**src/rtl/decode_copy_if.sv**
```systemverilog
//==============================================================================
// Module      : decode_copy_if
// Description : Bundle of the decode_copy side-band buses: token input
//               (literal / match command), history RAM read and write ports,
//               output FIFO strobe, and stream status.
// Revision    : 1.0 - initial release
//==============================================================================
`default_nettype none
`timescale 1ns/1ps

interface decode_copy_if #(
  parameter int AW = 11,
  parameter int LW = 12
);
  // stream control
  logic          clear;
  // literal path from the token parser
  logic          lit_valid;
  logic [7:0]    lit_data;
  logic          lit_ack;
  // match command path from the token parser
  logic          cmd_valid;
  logic [AW-1:0] cmd_offset;
  logic [LW-1:0] cmd_len;
  logic          cmd_ack;
  // history RAM read port (1-cycle registered read data)
  logic          hist_rd;
  logic [AW-1:0] hist_raddr;
  logic [7:0]    hist_rdata;
  // history RAM write port
  logic          hist_we;
  logic [AW-1:0] hist_waddr;
  logic [7:0]    hist_wdata;
  // output FIFO side
  logic          fo_full;
  logic [7:0]    out_data;
  logic          out_valid;
  // status
  logic          busy;
  logic          err;

  // Copy engine view
  modport slave (
    input  clear,
    input  lit_valid, lit_data,
    output lit_ack,
    input  cmd_valid, cmd_offset, cmd_len,
    output cmd_ack,
    output hist_rd, hist_raddr,
    input  hist_rdata,
    output hist_we, hist_waddr, hist_wdata,
    input  fo_full,
    output out_data, out_valid,
    output busy, err
  );

  // Environment view: parser, RAM and output FIFO
  modport master (
    output clear,
    output lit_valid, lit_data,
    input  lit_ack,
    output cmd_valid, cmd_offset, cmd_len,
    input  cmd_ack,
    input  hist_rd, hist_raddr,
    output hist_rdata,
    input  hist_we, hist_waddr, hist_wdata,
    output fo_full,
    input  out_data, out_valid,
    input  busy, err
  );
endinterface

`default_nettype wire

```
**src/rtl/decode_copy.sv**
```systemverilog
//==============================================================================
// Module      : decode_copy
// Description : LZS back-reference copy engine and history-window controller.
//               Accepts literals and (offset, length) match commands, emits
//               every produced byte to the output FIFO and into a 2^AW-byte
//               ring history held in an external dual-port RAM.
// Revision    : 1.0 - initial release
//==============================================================================
`default_nettype none
`timescale 1ns/1ps

module decode_copy #(
  parameter int AW = 11,
  parameter int LW = 12
) (
  input  logic          clk,
  input  logic          rst,
  decode_copy_if.slave  bus
);

  typedef enum logic [1:0] {
    S_IDLE  = 2'd0,
    S_COPY  = 2'd1,
    S_DRAIN = 2'd2
  } state_t;

  localparam logic [AW:0]   c_FILL_MAX = {1'b1, {AW{1'b0}}};
  localparam logic [AW:0]   c_FILL_ONE = {{AW{1'b0}}, 1'b1};
  localparam logic [AW-1:0] c_ADDR_ONE = {{(AW-1){1'b0}}, 1'b1};
  localparam logic [LW-1:0] c_LEN_ONE  = {{(LW-1){1'b0}}, 1'b1};

  state_t        r_state;
  state_t        w_state_nxt;

  logic [AW-1:0] r_wptr;      // next history write address
  logic [AW-1:0] r_rptr;      // next history read address during a copy
  logic [AW:0]   r_fill;      // valid history bytes, saturating at 2^AW
  logic [7:0]    r_last;      // most recently emitted byte
  logic [LW-1:0] r_remain;    // copy bytes still to be issued
  logic          r_rep;       // offset==1 copy: replay r_last, no RAM reads
  logic          r_inflight;  // a RAM read was issued last cycle
  logic          r_err;
  logic [7:0]    r_out_data;
  logic          r_out_valid;

  logic          w_lit_take;
  logic          w_cmd_take;
  logic          w_cmd_bad;
  logic          w_cmd_ok;
  logic          w_issue;
  logic          w_rd;
  logic          w_rep_emit;
  logic          w_emit;
  logic [7:0]    w_byte;
  logic          w_clear_ok;

  // A command is illegal if it points at nothing or past the filled history.
  assign w_cmd_bad  = (bus.cmd_offset == '0) || ({1'b0, bus.cmd_offset} > r_fill);
  // Zero-length commands are silent no-ops, even with a bad offset.
  assign w_cmd_ok   = (bus.cmd_len != '0) && !w_cmd_bad;
  assign w_clear_ok = (r_state == S_IDLE) && bus.clear;

  // Next-state and token acceptance; clear takes the idle cycle for itself.
  always_comb begin
    w_state_nxt = r_state;
    w_lit_take  = 1'b0;
    w_cmd_take  = 1'b0;
    w_issue     = 1'b0;
    case (r_state)
      S_IDLE: begin
        if (!bus.clear) begin
          if (bus.lit_valid && !bus.fo_full) begin
            w_lit_take = 1'b1;
          end else if (bus.cmd_valid) begin
            w_cmd_take = 1'b1;
            if (w_cmd_ok) begin
              w_state_nxt = S_COPY;
            end
          end
        end
      end
      S_COPY: begin
        if (r_remain != '0) begin
          if (!bus.fo_full) begin
            w_issue = 1'b1;
            if (r_remain == c_LEN_ONE) begin
              // replay copies emit in the issue cycle; RAM copies need a drain
              w_state_nxt = r_rep ? S_IDLE : S_DRAIN;
            end
          end
        end else begin
          w_state_nxt = r_inflight ? S_DRAIN : S_IDLE;
        end
      end
      S_DRAIN: begin
        w_state_nxt = S_IDLE;
      end
      default: begin
        w_state_nxt = S_IDLE;
      end
    endcase
  end

  // Emit sources are mutually exclusive: literals only in idle, read data
  // only while copying/draining, replay only in an offset==1 copy.
  assign w_rd       = w_issue && !r_rep;
  assign w_rep_emit = w_issue && r_rep;
  assign w_emit     = w_lit_take || r_inflight || w_rep_emit;
  assign w_byte     = w_lit_take ? bus.lit_data :
                      r_inflight ? bus.hist_rdata : r_last;

  // Combinational strobes are forced low while reset is held.
  assign bus.lit_ack    = w_lit_take && !rst;
  assign bus.cmd_ack    = w_cmd_take && !rst;
  assign bus.hist_rd    = w_rd && !rst;
  assign bus.hist_raddr = r_rptr;
  assign bus.hist_we    = w_emit && !rst;
  assign bus.hist_waddr = r_wptr;
  assign bus.hist_wdata = (w_emit && !rst) ? w_byte : 8'h00;
  assign bus.out_data   = r_out_data;
  assign bus.out_valid  = r_out_valid;
  assign bus.busy       = (r_state != S_IDLE);
  assign bus.err        = r_err;

  // State register.
  always_ff @(posedge clk or posedge rst) begin
    if (rst) begin
      r_state <= S_IDLE;
    end else begin
      r_state <= w_state_nxt;
    end
  end

  // Output register: each emitted byte appears on the FIFO port one cycle later.
  always_ff @(posedge clk or posedge rst) begin
    if (rst) begin
      r_out_valid <= 1'b0;
      r_out_data  <= 8'h00;
    end else begin
      r_out_valid <= w_emit;
      if (w_emit) begin
        r_out_data <= w_byte;
      end
    end
  end

  // History window: write pointer, fill level and last byte track every emit.
  always_ff @(posedge clk or posedge rst) begin
    if (rst) begin
      r_wptr <= '0;
      r_fill <= '0;
      r_last <= 8'h00;
    end else if (w_clear_ok) begin
      r_wptr <= '0;
      r_fill <= '0;
    end else if (w_emit) begin
      r_wptr <= r_wptr + c_ADDR_ONE;
      r_last <= w_byte;
      if (r_fill != c_FILL_MAX) begin
        r_fill <= r_fill + c_FILL_ONE;
      end
    end
  end

  // Copy control: latch a command, then step the read pointer and count.
  always_ff @(posedge clk or posedge rst) begin
    if (rst) begin
      r_rptr     <= '0;
      r_remain   <= '0;
      r_rep      <= 1'b0;
      r_inflight <= 1'b0;
    end else begin
      r_inflight <= w_rd;
      if (w_cmd_take) begin
        r_rptr   <= r_wptr - bus.cmd_offset;
        r_remain <= bus.cmd_len;
        r_rep    <= (bus.cmd_offset == c_ADDR_ONE);
      end else if (w_issue) begin
        r_remain <= r_remain - c_LEN_ONE;
        if (!r_rep) begin
          r_rptr <= r_rptr + c_ADDR_ONE;
        end
      end
    end
  end

  // Sticky error flag for illegal offsets, cleared only by a new stream.
  always_ff @(posedge clk or posedge rst) begin
    if (rst) begin
      r_err <= 1'b0;
    end else if (w_clear_ok) begin
      r_err <= 1'b0;
    end else if (w_cmd_take && (bus.cmd_len != '0) && w_cmd_bad) begin
      r_err <= 1'b1;
    end
  end

endmodule

`default_nettype wire

```
**src/flat_wrapper.sv**
```systemverilog
// flat-port wrapper written by rule: the top's interface ports become plain ports
module decode_copy_flat 
#(
  parameter int AW = 11,
  parameter int LW = 12
)
  (clk, rst, bus_clear, bus_lit_valid, bus_lit_data, bus_lit_ack, bus_cmd_valid, bus_cmd_offset, bus_cmd_len, bus_cmd_ack, bus_hist_rd, bus_hist_raddr, bus_hist_rdata, bus_hist_we, bus_hist_waddr, bus_hist_wdata, bus_fo_full, bus_out_data, bus_out_valid, bus_busy, bus_err);
  decode_copy_if #(.AW(AW), .LW(LW)) bus_i ();
  input  logic clk;
  input  logic rst;
  input wire logic [$bits(bus_i.clear)-1:0] bus_clear;
  input wire logic [$bits(bus_i.lit_valid)-1:0] bus_lit_valid;
  input wire logic [$bits(bus_i.lit_data)-1:0] bus_lit_data;
  output wire logic [$bits(bus_i.lit_ack)-1:0] bus_lit_ack;
  input wire logic [$bits(bus_i.cmd_valid)-1:0] bus_cmd_valid;
  input wire logic [$bits(bus_i.cmd_offset)-1:0] bus_cmd_offset;
  input wire logic [$bits(bus_i.cmd_len)-1:0] bus_cmd_len;
  output wire logic [$bits(bus_i.cmd_ack)-1:0] bus_cmd_ack;
  output wire logic [$bits(bus_i.hist_rd)-1:0] bus_hist_rd;
  output wire logic [$bits(bus_i.hist_raddr)-1:0] bus_hist_raddr;
  input wire logic [$bits(bus_i.hist_rdata)-1:0] bus_hist_rdata;
  output wire logic [$bits(bus_i.hist_we)-1:0] bus_hist_we;
  output wire logic [$bits(bus_i.hist_waddr)-1:0] bus_hist_waddr;
  output wire logic [$bits(bus_i.hist_wdata)-1:0] bus_hist_wdata;
  input wire logic [$bits(bus_i.fo_full)-1:0] bus_fo_full;
  output wire logic [$bits(bus_i.out_data)-1:0] bus_out_data;
  output wire logic [$bits(bus_i.out_valid)-1:0] bus_out_valid;
  output wire logic [$bits(bus_i.busy)-1:0] bus_busy;
  output wire logic [$bits(bus_i.err)-1:0] bus_err;
  assign bus_i.clear = bus_clear;
  assign bus_i.lit_valid = bus_lit_valid;
  assign bus_i.lit_data = bus_lit_data;
  assign bus_lit_ack = bus_i.lit_ack;
  assign bus_i.cmd_valid = bus_cmd_valid;
  assign bus_i.cmd_offset = bus_cmd_offset;
  assign bus_i.cmd_len = bus_cmd_len;
  assign bus_cmd_ack = bus_i.cmd_ack;
  assign bus_hist_rd = bus_i.hist_rd;
  assign bus_hist_raddr = bus_i.hist_raddr;
  assign bus_i.hist_rdata = bus_hist_rdata;
  assign bus_hist_we = bus_i.hist_we;
  assign bus_hist_waddr = bus_i.hist_waddr;
  assign bus_hist_wdata = bus_i.hist_wdata;
  assign bus_i.fo_full = bus_fo_full;
  assign bus_out_data = bus_i.out_data;
  assign bus_out_valid = bus_i.out_valid;
  assign bus_busy = bus_i.busy;
  assign bus_err = bus_i.err;
  decode_copy #(.AW(AW), .LW(LW)) u_core (.clk(clk), .rst(rst), .bus(bus_i));
endmodule
```
**config.mk**
```make
export PLATFORM = sky130hd
export DESIGN_NAME = decode_copy_flat
export DESIGN_NICKNAME = d
export VERILOG_FILES = /design/src/rtl/decode_copy_if.sv /design/src/rtl/decode_copy.sv /design/src/flat_wrapper.sv
export SDC_FILE = /design/constraint.sdc
export NUM_CORES = 1
export LEC_CHECK = 0
export ABC_CLOCK_PERIOD_IN_PS = 6600
export BUFFER_PORTS_ARGS = -buffer_cell sky130_fd_sc_hd__buf_2
export CORE_MARGIN = 2
export CORE_UTILIZATION = 60
export CTS_CLUSTER_DIAMETER = 60
export DETAILED_ROUTE_END_ITERATION = 6
export PLACE_DENSITY = 0.89
export SYNTH_ARGS = -nofsm -noshare
export SYNTH_HDL_FRONTEND = slang
export SYNTH_SLANG_ARGS = --single-unit
```
**constraint.sdc**
```tcl
create_clock -name clk -period 6.6 [get_ports clk]
set_clock_uncertainty 0.2 [all_clocks]
set_input_delay 0.66 -clock clk [delete_from_list [all_inputs] [get_ports clk]]
set_output_delay 0.66 -clock clk [all_outputs]
set_load 0.02 [all_outputs]
```
==> results.ini <==
[status]
status=finished, final reports clean

[logic_synthesis]
synth.top_cell.area_share_pct=39.22
synth_top_area_cell=dfrtp_1
synth_most_common_cell=dfrtp_1
synth.area.top_cells=dfrtp_1 (39%), ha_1 (7.8%), nor2_1 (5.1%), nand2_1 (4.8%), xnor2_1 (4.2%)
synth_cell_types=51
synth_fp_nets=574
yosysSeqAreaShare_pct=39.22
synth_warnings=0
avgSynthCellArea_um2=8.661
synth_edf_count=0
synthesis.area_um2=4339
ys.flop_type=dfrtp_1
async_flop_share_pct=100.0
syn_inst=501
ys_ff_latch=68
yosys-top-cells-count=dfrtp_1 (68), nor2_1 (59), nand2_1 (55), inv_1 (35), o21ai_0 (34)

[clock_network]
cts_buffers=9
ctsResizeCount=0
clockBufferDepth=2
clk_pin_slew_worst_paths_ns=0.09
cts_hold_buf=0
numClockSinks=68
htreeDepth=3
clk-insertion-delay-late_ns=0.36
post_cts_buffers=0
cts_tree=built
root_buffer=clkbuf_8

[critical_path]
worst_ep_required_time_ns=5.74
crit_fanout=31
criticalPathCategory=register to primary output
critPathLaunchType=register
arrival_ns=3.23
crit_path_end_kind=primary output

[cells_and_area]
antenna-diode-count=0
drive_gt1_share_pct=20.50
stdcell_area_um2=5091
layout.cells.non_filler=694
nFillCells=577
regArea_um2=1702
nets=663
multi_input_comb_area_um2=2440
syn2layout_area_growth_pct=17.33

[sta]
max_slew_margin_pct=21.84
worst_slew_pin_slew_ns=1.170
setup_tns_ns=0
rsz0062_at_grt=no
max_freq_mhz=244.7
final_hold_viol_count=0
finalCriticalPeriod_ns=4.087
fin_crit_sh_pct=61.92
fin_hold_ws_ns=0.2897
setup_viol=0
drv_slew=0

[place]
place_area_um2=4868
port_buffers=89
dpl.hpwl_um=8211
dpl.cell_count=678
place_congestion=0.9105

[grt]
grt_pass1_wl_um=17930
track_usage_pct=29.44
grt_pass1_vias=3835
antenna_found_initial=0
gr-total-overflow=0
grt_max_degree=70

[route]
vias_per_cell=5.834
drtIter0Drc=292
wl_per_cell_um=16.12
vias=4049
drcViolationCount=0
finalWirelength_um=11190
drtPass1Iterations=4
antenna_left=0

[power_and_ir_drop]
comb_power_share_pct=44.6
power_mw=2.091
power.share.sequential_pct=36.6
p_sw_mw=0.9383
internal-power_mw=1.153
swShare_pct=44.88
p_per_area_nw_per_um2=410.7
vdd_ir_drop_max_uv=247.7
clockPowerShare_pct=18.8
p_leak_nw=2.455

[floorplan]
ios=90
chipWidth_um=89.04
die-area_um2=7928
fp.dieH_um=89.04
core-area_um2=7137
rows=31
start_util_pct=60.80

[min_path]
holdCritPathClass=register to register

[flow_run]
max-cap-violations=0

power groups by stage:
| stage | Clock [mW] | Sequential (mW) | Combinational (mW) |
|---|---|---|---|
| finish | 0.392 | 0.766 | 0.932 |
| global route | 0.414 | 0.789 | 1.04 |
| CTS | 0.397 | 0.759 | 0.930 |
| detailed placement | 0 | 0.766 | 0.918 |
| global placement | 0 | 0.755 | 0.877 |
| floorplan | 0 | 0.803 | 0.612 |
registers in the layout, summed over array words and instances, names as in the netlist:
| name | flops |
|---|---|
| u_core.bus.out_data | 8 |
| u_core.r_remain | 12 |
| u_core.bus.hist_waddr | 11 |
| u_core.bus.err | 1 |
| u_core.r_inflight | 1 |
| u_core.r_fill | 12 |
| u_core.r_state | 2 |
| u_core.bus.out_valid | 1 |
| u_core.r_last | 8 |
| u_core.r_rep | 1 |
| u_core.bus.hist_raddr | 11 |
layer usage:
layer | GRT usage, % | share of wire, %
met1 | 38.29 | 42
met2 | 49.12 | 49
met3 | 5.817 | 6.1
met4 | 10.85 | 2.2
met5 | 0 | 0
worst paths after layout:
kind | startpoint | slack (ns) | end | depth (start not counted)
worst max-delay path | u_core.r_state[1] | 2.51 | bus_hist_wdata[0] | 8
worst min-delay path | u_core.r_last[1] | 0.29 | u_core.r_last[1] | 2
worst max register to register | u_core.r_state[1] | 3.45 | u_core.r_last[3] | 8
worst min register to register | u_core.r_last[1] | 0.29 | u_core.r_last[1] | 2
max in group asynchronous | rst | 5.26 | u_core.bus.hist_waddr[3] | 3
min in group asynchronous | rst | 0.39 | u_core.r_last[7] | 3
worst max-delay path, stage by stage (launching register included):
cell and delay [ns]:
dfrtp_1 0.43, nor3_1 0.31, nor2b_1 0.96, a311oi_4 0.06, buf_4 0.28, inv_2 0.29, nand2_2 0.18, nor2_1 0.16
buf_2 0.18
cell type report:
cell class                 instances  area share (%)
inverter                          36           2.654
timing repair buffer              92           9.191
sequential                        68           33.42
clock buffer                       9           2.433
tap                               99           2.433
clock inverter                     7           1.942
multi-input combinational        383           47.92
metrics by stage:
stage / setup WS, ns / utilization, %
after global placement: 2.705 / 68.22
final: 2.513 / 71.34
after global routing: 2.220 / 71.34
after CTS: 2.492 / 71.34
after detailed placement: 2.561 / 68.22
after floorplan: 2.951 / -
layout by cell type (no fill, tap or decap), types with 4 or more instances in the layout:
master and count:
o21ai_0 34, nand3_1 19, or4_1 4, dfrtp_1 68, ha_1 27, clkbuf_8 9
mux2i_1 13, xnor2_1 21, nand4_1 13, inv_1 34, nor2_1 59, nor3_1 9
buf_2 89, nor2b_1 4, a211oi_1 4, and3_1 6, nand2_1 55, or3_1 5
nand2b_1 5, nor4_1 16, o311ai_0 5, o211ai_1 5, a21oi_1 28, xor2_1 12
kinds of logic (layout without fill, tap and decap cells):
| logic type | count (synthesis) | in the layout | share of synthesized area [%] |
|---|---|---|---|
| flip-flops | 68 | 68 | 39.22 |
| AO/OA/AOI/OAI | 97 | 97 | 14.01 |
| buffers and inverters | 50 | 144 | 4.671 |
| adder cells (fa/ha/maj) | 28 | 28 | 8.247 |
| XOR/XNOR | 33 | 33 | 6.661 |
| multiplexers | 14 | 14 | 3.258 |
| AND/OR/NAND/NOR | 211 | 211 | 23.93 |
(Power assumes the default switching activity.)
